**src/rtl/vga_pkg.sv**
```systemverilog
// Shared 640x480@60 raster timing for the VGA timing generator and the renderer.
// Timing constants, counter-width helpers and the idle sync/de level live here.
package vga_pkg;

  localparam int unsigned H_PIXELS_DEF      = 640;
  localparam int unsigned H_FRONT_PORCH_DEF = 16;
  localparam int unsigned H_SYNC_PULSE_DEF  = 96;
  localparam int unsigned H_BACK_PORCH_DEF  = 48;
  localparam int unsigned V_PIXELS_DEF      = 480;
  localparam int unsigned V_FRONT_PORCH_DEF = 10;
  localparam int unsigned V_SYNC_PULSE_DEF  = 2;
  localparam int unsigned V_BACK_PORCH_DEF  = 33;
  localparam bit          SYNC_ACTIVE_LOW_DEF = 1'b1;

  typedef struct packed {
    logic hsync;
    logic vsync;
    logic de;
  } sync_t;

  function automatic int unsigned total4(input int unsigned a, input int unsigned b,
                                         input int unsigned c, input int unsigned d);
    return a + b + c + d;
  endfunction

  function automatic int unsigned cnt_bits(input int unsigned total);
    return (total <= 1) ? 1 : $clog2(total);
  endfunction

  // Deasserted sync (polarity-aware) and no display enable.
  function automatic sync_t sync_idle(input bit active_low);
    sync_t s;
    s.hsync = active_low;
    s.vsync = active_low;
    s.de    = 1'b0;
    return s;
  endfunction

endpackage

```
**src/rtl/vga_sync_delay.sv**
```systemverilog
// ce-gated shift register for {hsync, vsync, de}; resets every stage to the idle level.
// DEPTH = 0 degenerates to a wire that still shows the idle level while reset is held.
module vga_sync_delay
  import vga_pkg::*;
#(
  parameter int unsigned DEPTH           = 1,
  parameter bit          SYNC_ACTIVE_LOW = 1'b1
) (
  input  logic  clk_i,
  input  logic  rst_i,
  input  logic  ce_i,
  input  sync_t d_i,
  output sync_t q_o
);

  localparam sync_t IDLE = sync_idle(SYNC_ACTIVE_LOW);

  if (DEPTH == 0) begin : g_wire
    assign q_o = rst_i ? IDLE : d_i;
  end else begin : g_shift
    sync_t [DEPTH-1:0] stage_q;

    always_ff @(posedge clk_i or posedge rst_i) begin
      if (rst_i) begin
        stage_q <= {DEPTH{IDLE}};
      end else if (ce_i) begin
        stage_q[0] <= d_i;
        for (int i = 1; i < DEPTH; i++) stage_q[i] <= stage_q[i-1];
      end
    end

    assign q_o = stage_q[DEPTH-1];
  end

endmodule

```
**src/rtl/vga_timing.sv**
```systemverilog
// Raster counters, strobes and frame count for the VGA path, with hsync/vsync/de
// delayed by SYNC_DELAY pixel steps to match the renderer's registered colour.
module vga_timing
  import vga_pkg::*;
#(
  parameter int unsigned H_PIXELS        = H_PIXELS_DEF,
  parameter int unsigned H_FRONT_PORCH   = H_FRONT_PORCH_DEF,
  parameter int unsigned H_SYNC_PULSE    = H_SYNC_PULSE_DEF,
  parameter int unsigned H_BACK_PORCH    = H_BACK_PORCH_DEF,
  parameter int unsigned V_PIXELS        = V_PIXELS_DEF,
  parameter int unsigned V_FRONT_PORCH   = V_FRONT_PORCH_DEF,
  parameter int unsigned V_SYNC_PULSE    = V_SYNC_PULSE_DEF,
  parameter int unsigned V_BACK_PORCH    = V_BACK_PORCH_DEF,
  parameter bit          SYNC_ACTIVE_LOW = SYNC_ACTIVE_LOW_DEF,
  parameter int unsigned SYNC_DELAY      = 1,
  parameter int unsigned FRAME_BITS      = 5,
  localparam int unsigned H_TOTAL = total4(H_PIXELS, H_FRONT_PORCH, H_SYNC_PULSE, H_BACK_PORCH),
  localparam int unsigned V_TOTAL = total4(V_PIXELS, V_FRONT_PORCH, V_SYNC_PULSE, V_BACK_PORCH),
  localparam int unsigned PIXEL_X_BITS = cnt_bits(H_TOTAL),
  localparam int unsigned PIXEL_Y_BITS = cnt_bits(V_TOTAL)
) (
  input  logic                    clk_i,
  input  logic                    rst_i,
  input  logic                    ce_i,
  output logic [PIXEL_X_BITS-1:0] pixel_x_o,
  output logic [PIXEL_Y_BITS-1:0] pixel_y_o,
  output logic                    active_o,
  output logic                    line_start_o,
  output logic                    frame_start_o,
  output logic [FRAME_BITS-1:0]   frame_counter_o,
  output logic                    hsync_o,
  output logic                    vsync_o,
  output logic                    de_o
);

  if (SYNC_DELAY > 4) begin : g_bad_delay
    $error("vga_timing: SYNC_DELAY must be in 0..4");
  end
  if (H_PIXELS == 0 || H_FRONT_PORCH == 0 || H_SYNC_PULSE == 0 || H_BACK_PORCH == 0 ||
      V_PIXELS == 0 || V_FRONT_PORCH == 0 || V_SYNC_PULSE == 0 || V_BACK_PORCH == 0) begin : g_bad_timing
    $error("vga_timing: every H/V timing parameter must be non-zero");
  end
  if (FRAME_BITS < 1) begin : g_bad_frame
    $error("vga_timing: FRAME_BITS must be at least 1");
  end

  localparam logic [PIXEL_X_BITS-1:0] X_LAST   = PIXEL_X_BITS'(H_TOTAL - 1);
  localparam logic [PIXEL_Y_BITS-1:0] Y_LAST   = PIXEL_Y_BITS'(V_TOTAL - 1);
  localparam logic [PIXEL_X_BITS-1:0] X_VIS    = PIXEL_X_BITS'(H_PIXELS);
  localparam logic [PIXEL_X_BITS-1:0] X_HS_BEG = PIXEL_X_BITS'(H_PIXELS + H_FRONT_PORCH);
  localparam logic [PIXEL_X_BITS-1:0] X_HS_END = PIXEL_X_BITS'(H_PIXELS + H_FRONT_PORCH + H_SYNC_PULSE);
  localparam logic [PIXEL_Y_BITS-1:0] Y_VIS    = PIXEL_Y_BITS'(V_PIXELS);
  localparam logic [PIXEL_Y_BITS-1:0] Y_VS_BEG = PIXEL_Y_BITS'(V_PIXELS + V_FRONT_PORCH);
  localparam logic [PIXEL_Y_BITS-1:0] Y_VS_END = PIXEL_Y_BITS'(V_PIXELS + V_FRONT_PORCH + V_SYNC_PULSE);

  logic [PIXEL_X_BITS-1:0] x_q, x_d;
  logic [PIXEL_Y_BITS-1:0] y_q, y_d;
  logic [FRAME_BITS-1:0]   fc_q, fc_d;
  logic                    x_wrap, y_wrap;
  logic                    hs_raw, vs_raw, act_raw;
  sync_t                   sync_raw, sync_dly;

  always_comb begin
    x_wrap = (x_q == X_LAST);
    y_wrap = (y_q == Y_LAST);
    x_d    = x_wrap ? '0 : x_q + PIXEL_X_BITS'(1);
    y_d    = y_q;
    fc_d   = fc_q;
    if (x_wrap) begin
      y_d = y_wrap ? '0 : y_q + PIXEL_Y_BITS'(1);
      // Frame count ticks on the same edge that returns the raster to (0,0).
      if (y_wrap) fc_d = fc_q + FRAME_BITS'(1);
    end
  end

  always_ff @(posedge clk_i or posedge rst_i) begin
    if (rst_i) begin
      x_q  <= '0;
      y_q  <= '0;
      fc_q <= '0;
    end else if (ce_i) begin
      x_q  <= x_d;
      y_q  <= y_d;
      fc_q <= fc_d;
    end
  end

  assign hs_raw  = (x_q >= X_HS_BEG) && (x_q < X_HS_END);
  assign vs_raw  = (y_q >= Y_VS_BEG) && (y_q < Y_VS_END);
  assign act_raw = (x_q < X_VIS) && (y_q < Y_VIS);

  always_comb begin
    sync_raw.hsync = hs_raw ^ SYNC_ACTIVE_LOW;
    sync_raw.vsync = vs_raw ^ SYNC_ACTIVE_LOW;
    sync_raw.de    = act_raw;
  end

  vga_sync_delay #(
    .DEPTH          (SYNC_DELAY),
    .SYNC_ACTIVE_LOW(SYNC_ACTIVE_LOW)
  ) u_dly (
    .clk_i(clk_i),
    .rst_i(rst_i),
    .ce_i (ce_i),
    .d_i  (sync_raw),
    .q_o  (sync_dly)
  );

  assign pixel_x_o       = x_q;
  assign pixel_y_o       = y_q;
  assign active_o        = act_raw;
  assign line_start_o    = ce_i && (x_q == '0);
  assign frame_start_o   = ce_i && (x_q == '0) && (y_q == '0);
  assign frame_counter_o = fc_q;
  assign hsync_o         = sync_dly.hsync;
  assign vsync_o         = sync_dly.vsync;
  assign de_o            = sync_dly.de;

endmodule

```
**config.mk**
```make
export PLATFORM = sky130hd
export DESIGN_NAME = vga_timing
export DESIGN_NICKNAME = d
export VERILOG_FILES = /design/src/rtl/vga_pkg.sv /design/src/rtl/vga_sync_delay.sv /design/src/rtl/vga_timing.sv
export SDC_FILE = /design/constraint.sdc
export NUM_CORES = 1
export LEC_CHECK = 0
export BUFFER_PORTS_ARGS = -buffer_cell sky130_fd_sc_hd__buf_2
export CAP_MARGIN = 20
export CORE_ASPECT_RATIO = 0.9
export CORE_MARGIN = 2
export CORE_UTILIZATION = 53
export CTS_BUF_LIST = sky130_fd_sc_hd__clkbuf_8 sky130_fd_sc_hd__clkbuf_16
export DETAILED_ROUTE_END_ITERATION = 7
export GPL_ROUTABILITY_DRIVEN = 0
export GPL_TIMING_DRIVEN = 0
export HOLD_SLACK_MARGIN = 0.05
export PLACE_DENSITY_LB_ADDON = 0.2
export SLEW_MARGIN = 10
export SYNTH_ARGS = -nofsm -noshare
export SYNTH_HDL_FRONTEND = slang
export SYNTH_SLANG_ARGS = --single-unit
```
**constraint.sdc**
```tcl
create_clock -name clk_i -period 2.1 [get_ports clk_i]
set_input_delay 0.315 -clock clk_i [delete_from_list [all_inputs] [get_ports clk_i]]
set_output_delay 0.315 -clock clk_i [all_outputs]
set_load 0.05 [all_outputs]
```
==> flow_summary.ini <==
[clock_network]
clock_path_buffers = 2
cts_buffers = 3
clk_pin_slew_ns = 0.09
htree_levels = 1
cts_num_sinks = 28
cts_tree = done
cts-root-buf = clkbuf_8
clkLatencyLatePin_ns = 0.27
post_cts_buffers = 0

[die]
pin_count = 34
die-width_um = 61.1
die_y_um = 55.4
dieArea_mm2 = 0.00338
coreArea_mm2 = 0.00277
initial_utilization_pct = 56.1
num_rows = 18

[timing]
skew_ns = 0.00454
tns_ns = 0
setup_violations = 0
worst_pin_slew_ns = 0.592
min_period_ns = 2.00
period_share_pct = 95.3
rsz0062_at_grt = no
hold_ws_ns = 0.0907
slew_violations = 0
slew-limit-headroom_pct = 60.5
hold_violations = 0
max_freq_mhz = 500

[route]
drtIter0Drc = 46
drc = 0
ant_nets = 0
drt_pass1_iterations = 4
num_vias = 1295
wl_um = 3240
wl_per_cell_um = 14.0
via_per_inst = 5.58

[layout]
nFillCells = 241
diodes = 0
final_cell_mix = buf_2, dfrtp_1, nand3_1
drive_gt1_share_pct = 32.3
areaGrowthSynthToFinish_pct = 19.7
nets = 202
layout_commonest_cell = buf_2

[global_route]
grt_antenna_before_repair = 0
grt_overflow = 0
grt_pass1_vias = 1141
grt_max_degree = 29
track_usage_pct = 19.9
grt_pass1_wl_um = 5240

[logic_synthesis]
postSynthAreaPerCell_um2 = 10.0
async_flop_share_pct = 100
syn_area_mm2 = 0.00155
synth_cells = 155
synth_nets = 164
ys_ff_latch = 28
synth_top_flop_cell = dfrtp_1
yosys_warnings = 0
synth_edf_count = 0
synth_cell_type_count = 40
yosysSeqAreaShare_pct = 45.3

[power_and_ir_drop]
max-vdd-ir-drop_v = 0.000737
p_leak_nw = 0.913
finalPower_w = 0.00139
p_per_area_mw_per_mm2 = 750

[outcome]
status = finished, final reports clean

[setup_path]
startpoint_type = flip-flop
endpoint_kind = flip-flop
reg2reg_slack_ns = 0.1
arrival_ns = 2.17
critical_path_class = reg2reg
cp.required_ns = 2.27
crit_path_max_fanout = 7

[place]
io_buffer_count = 32
dp_hpwl_um = 2340

[job]
maxCapViolCount = 0

[hold_path]
min_path_type = in2async
[flip-flops by register name, summed over array words and instances, names as in the netlist]
name and cells:
frame_counter_o 5, pixel_x_o 10, pixel_y_o 10, u_dly.q_o 3
[cells by family after synthesis]
group           after synthesis  synth area share, %
xor+xnor                     12                 6.77
simple gates                 70                 27.4
mux                           4                 2.82
compound gates               22                 8.54
fa+ha+maj                     6                 4.83
buf+inv                      13                 4.35
flops                        28                 45.3
[layer usage]
layer	up-vias	part of all wire (%)	wire length (um)	track usage [%]
li1	637	-	-	-
met1	627	50	1610	30.5
met2	29	47	1510	29.5
met3	2	3.2	105	4.92
met4	0	0.31	10	1.86
met5	-	0	0	0
[per-stage QoR]
stage	setup WS, ns	std cells	instance area [um2]	utilization (%)
2_1_floorplan	0.00339	155	1560	-
3_3_place_gp	0.119	227	1770	63.8
3_5_place_dp	0.103	227	1770	63.8
4_1_cts	0.00844	231	1830	65.9
5_1_grt	0.00423	232	1860	67.1
6_report	0.0995	232	1860	67.1
[layout make-up]
class	count	area, um2	share of cell area, %
inverters	7	26.3	1.41
multi-input cells	114	798	43.0
repair buffers	33	181	9.76
plain buffers	6	41.3	2.22
well taps	40	50.0	2.69
flip-flops and latches	28	706	38.0
clock buffers	4	55.1	2.96
[critical path, cell delays in order, from the launching register on]
cell	delay [ns]
dfrtp_2	0.41
ha_1	0.26
nand4_4	0.18
or3_4	0.41
nor3_1	0.27
mux2_2	0.36
[Yosys cell counts (2+ instances only)]
| master | instances | share of area (%) |
|---|---|---|
| a21oi_1 | 3 | 0.97 |
| and3_1 | 4 | 1.6 |
| and4_1 | 2 | 1.1 |
| buf_2 | 2 | 0.64 |
| buf_6 | 2 | 1.5 |
| dfrtp_1 | 26 | 42 |
| dfstp_2 | 2 | 3.4 |
| ha_1 | 6 | 4.8 |
| inv_1 | 7 | 1.7 |
| mux2_2 | 3 | 2.2 |
| nand2_1 | 11 | 2.7 |
| nand3_1 | 14 | 4.5 |
| nand4_1 | 5 | 2.0 |
| nor2_1 | 12 | 2.9 |
| nor3_1 | 5 | 1.6 |
| nor4b_1 | 3 | 1.7 |
| o211ai_1 | 2 | 0.97 |
| o21ai_0 | 12 | 3.9 |
| o41ai_1 | 3 | 1.7 |
| xnor2_1 | 6 | 3.4 |
| xor2_1 | 6 | 3.4 |
[worst paths after layout]
kind,from,to,cells past startpoint
hold reg to reg,frame_counter_o[4]$_DFFE_PP0P_,frame_counter_o[4]$_DFFE_PP0P_,1
min in group clk_i,ce_i,pixel_x_o[3]$_DFFE_PP0P_,3
setup / recovery,pixel_x_o[0]$_DFFE_PP0P_,pixel_y_o[7]$_DFFE_PP0P_,5
hold / removal,rst_i,pixel_y_o[0]$_DFFE_PP0P_,2
setup reg to reg,pixel_x_o[0]$_DFFE_PP0P_,pixel_y_o[7]$_DFFE_PP0P_,5
max in group asynchronous,rst_i,pixel_x_o[9]$_DFFE_PP0P_,3
[power by group]
group	leakage [nW]	total, W	switching (W)	internal, W
clock	0.0288	0.000331	0.000163	0.000168
combinational	0.538	0.000402	0.000284	0.000118
sequential	0.346	0.000661	0.0000765	0.000585
[timing repair]
action | in CTS | in global routing
hold buffers | 0 | 0
endpoints found under the setup margin | 1 | 4
gates resized for setup | 1 | 5
Power figures use the tool's default switching activity.
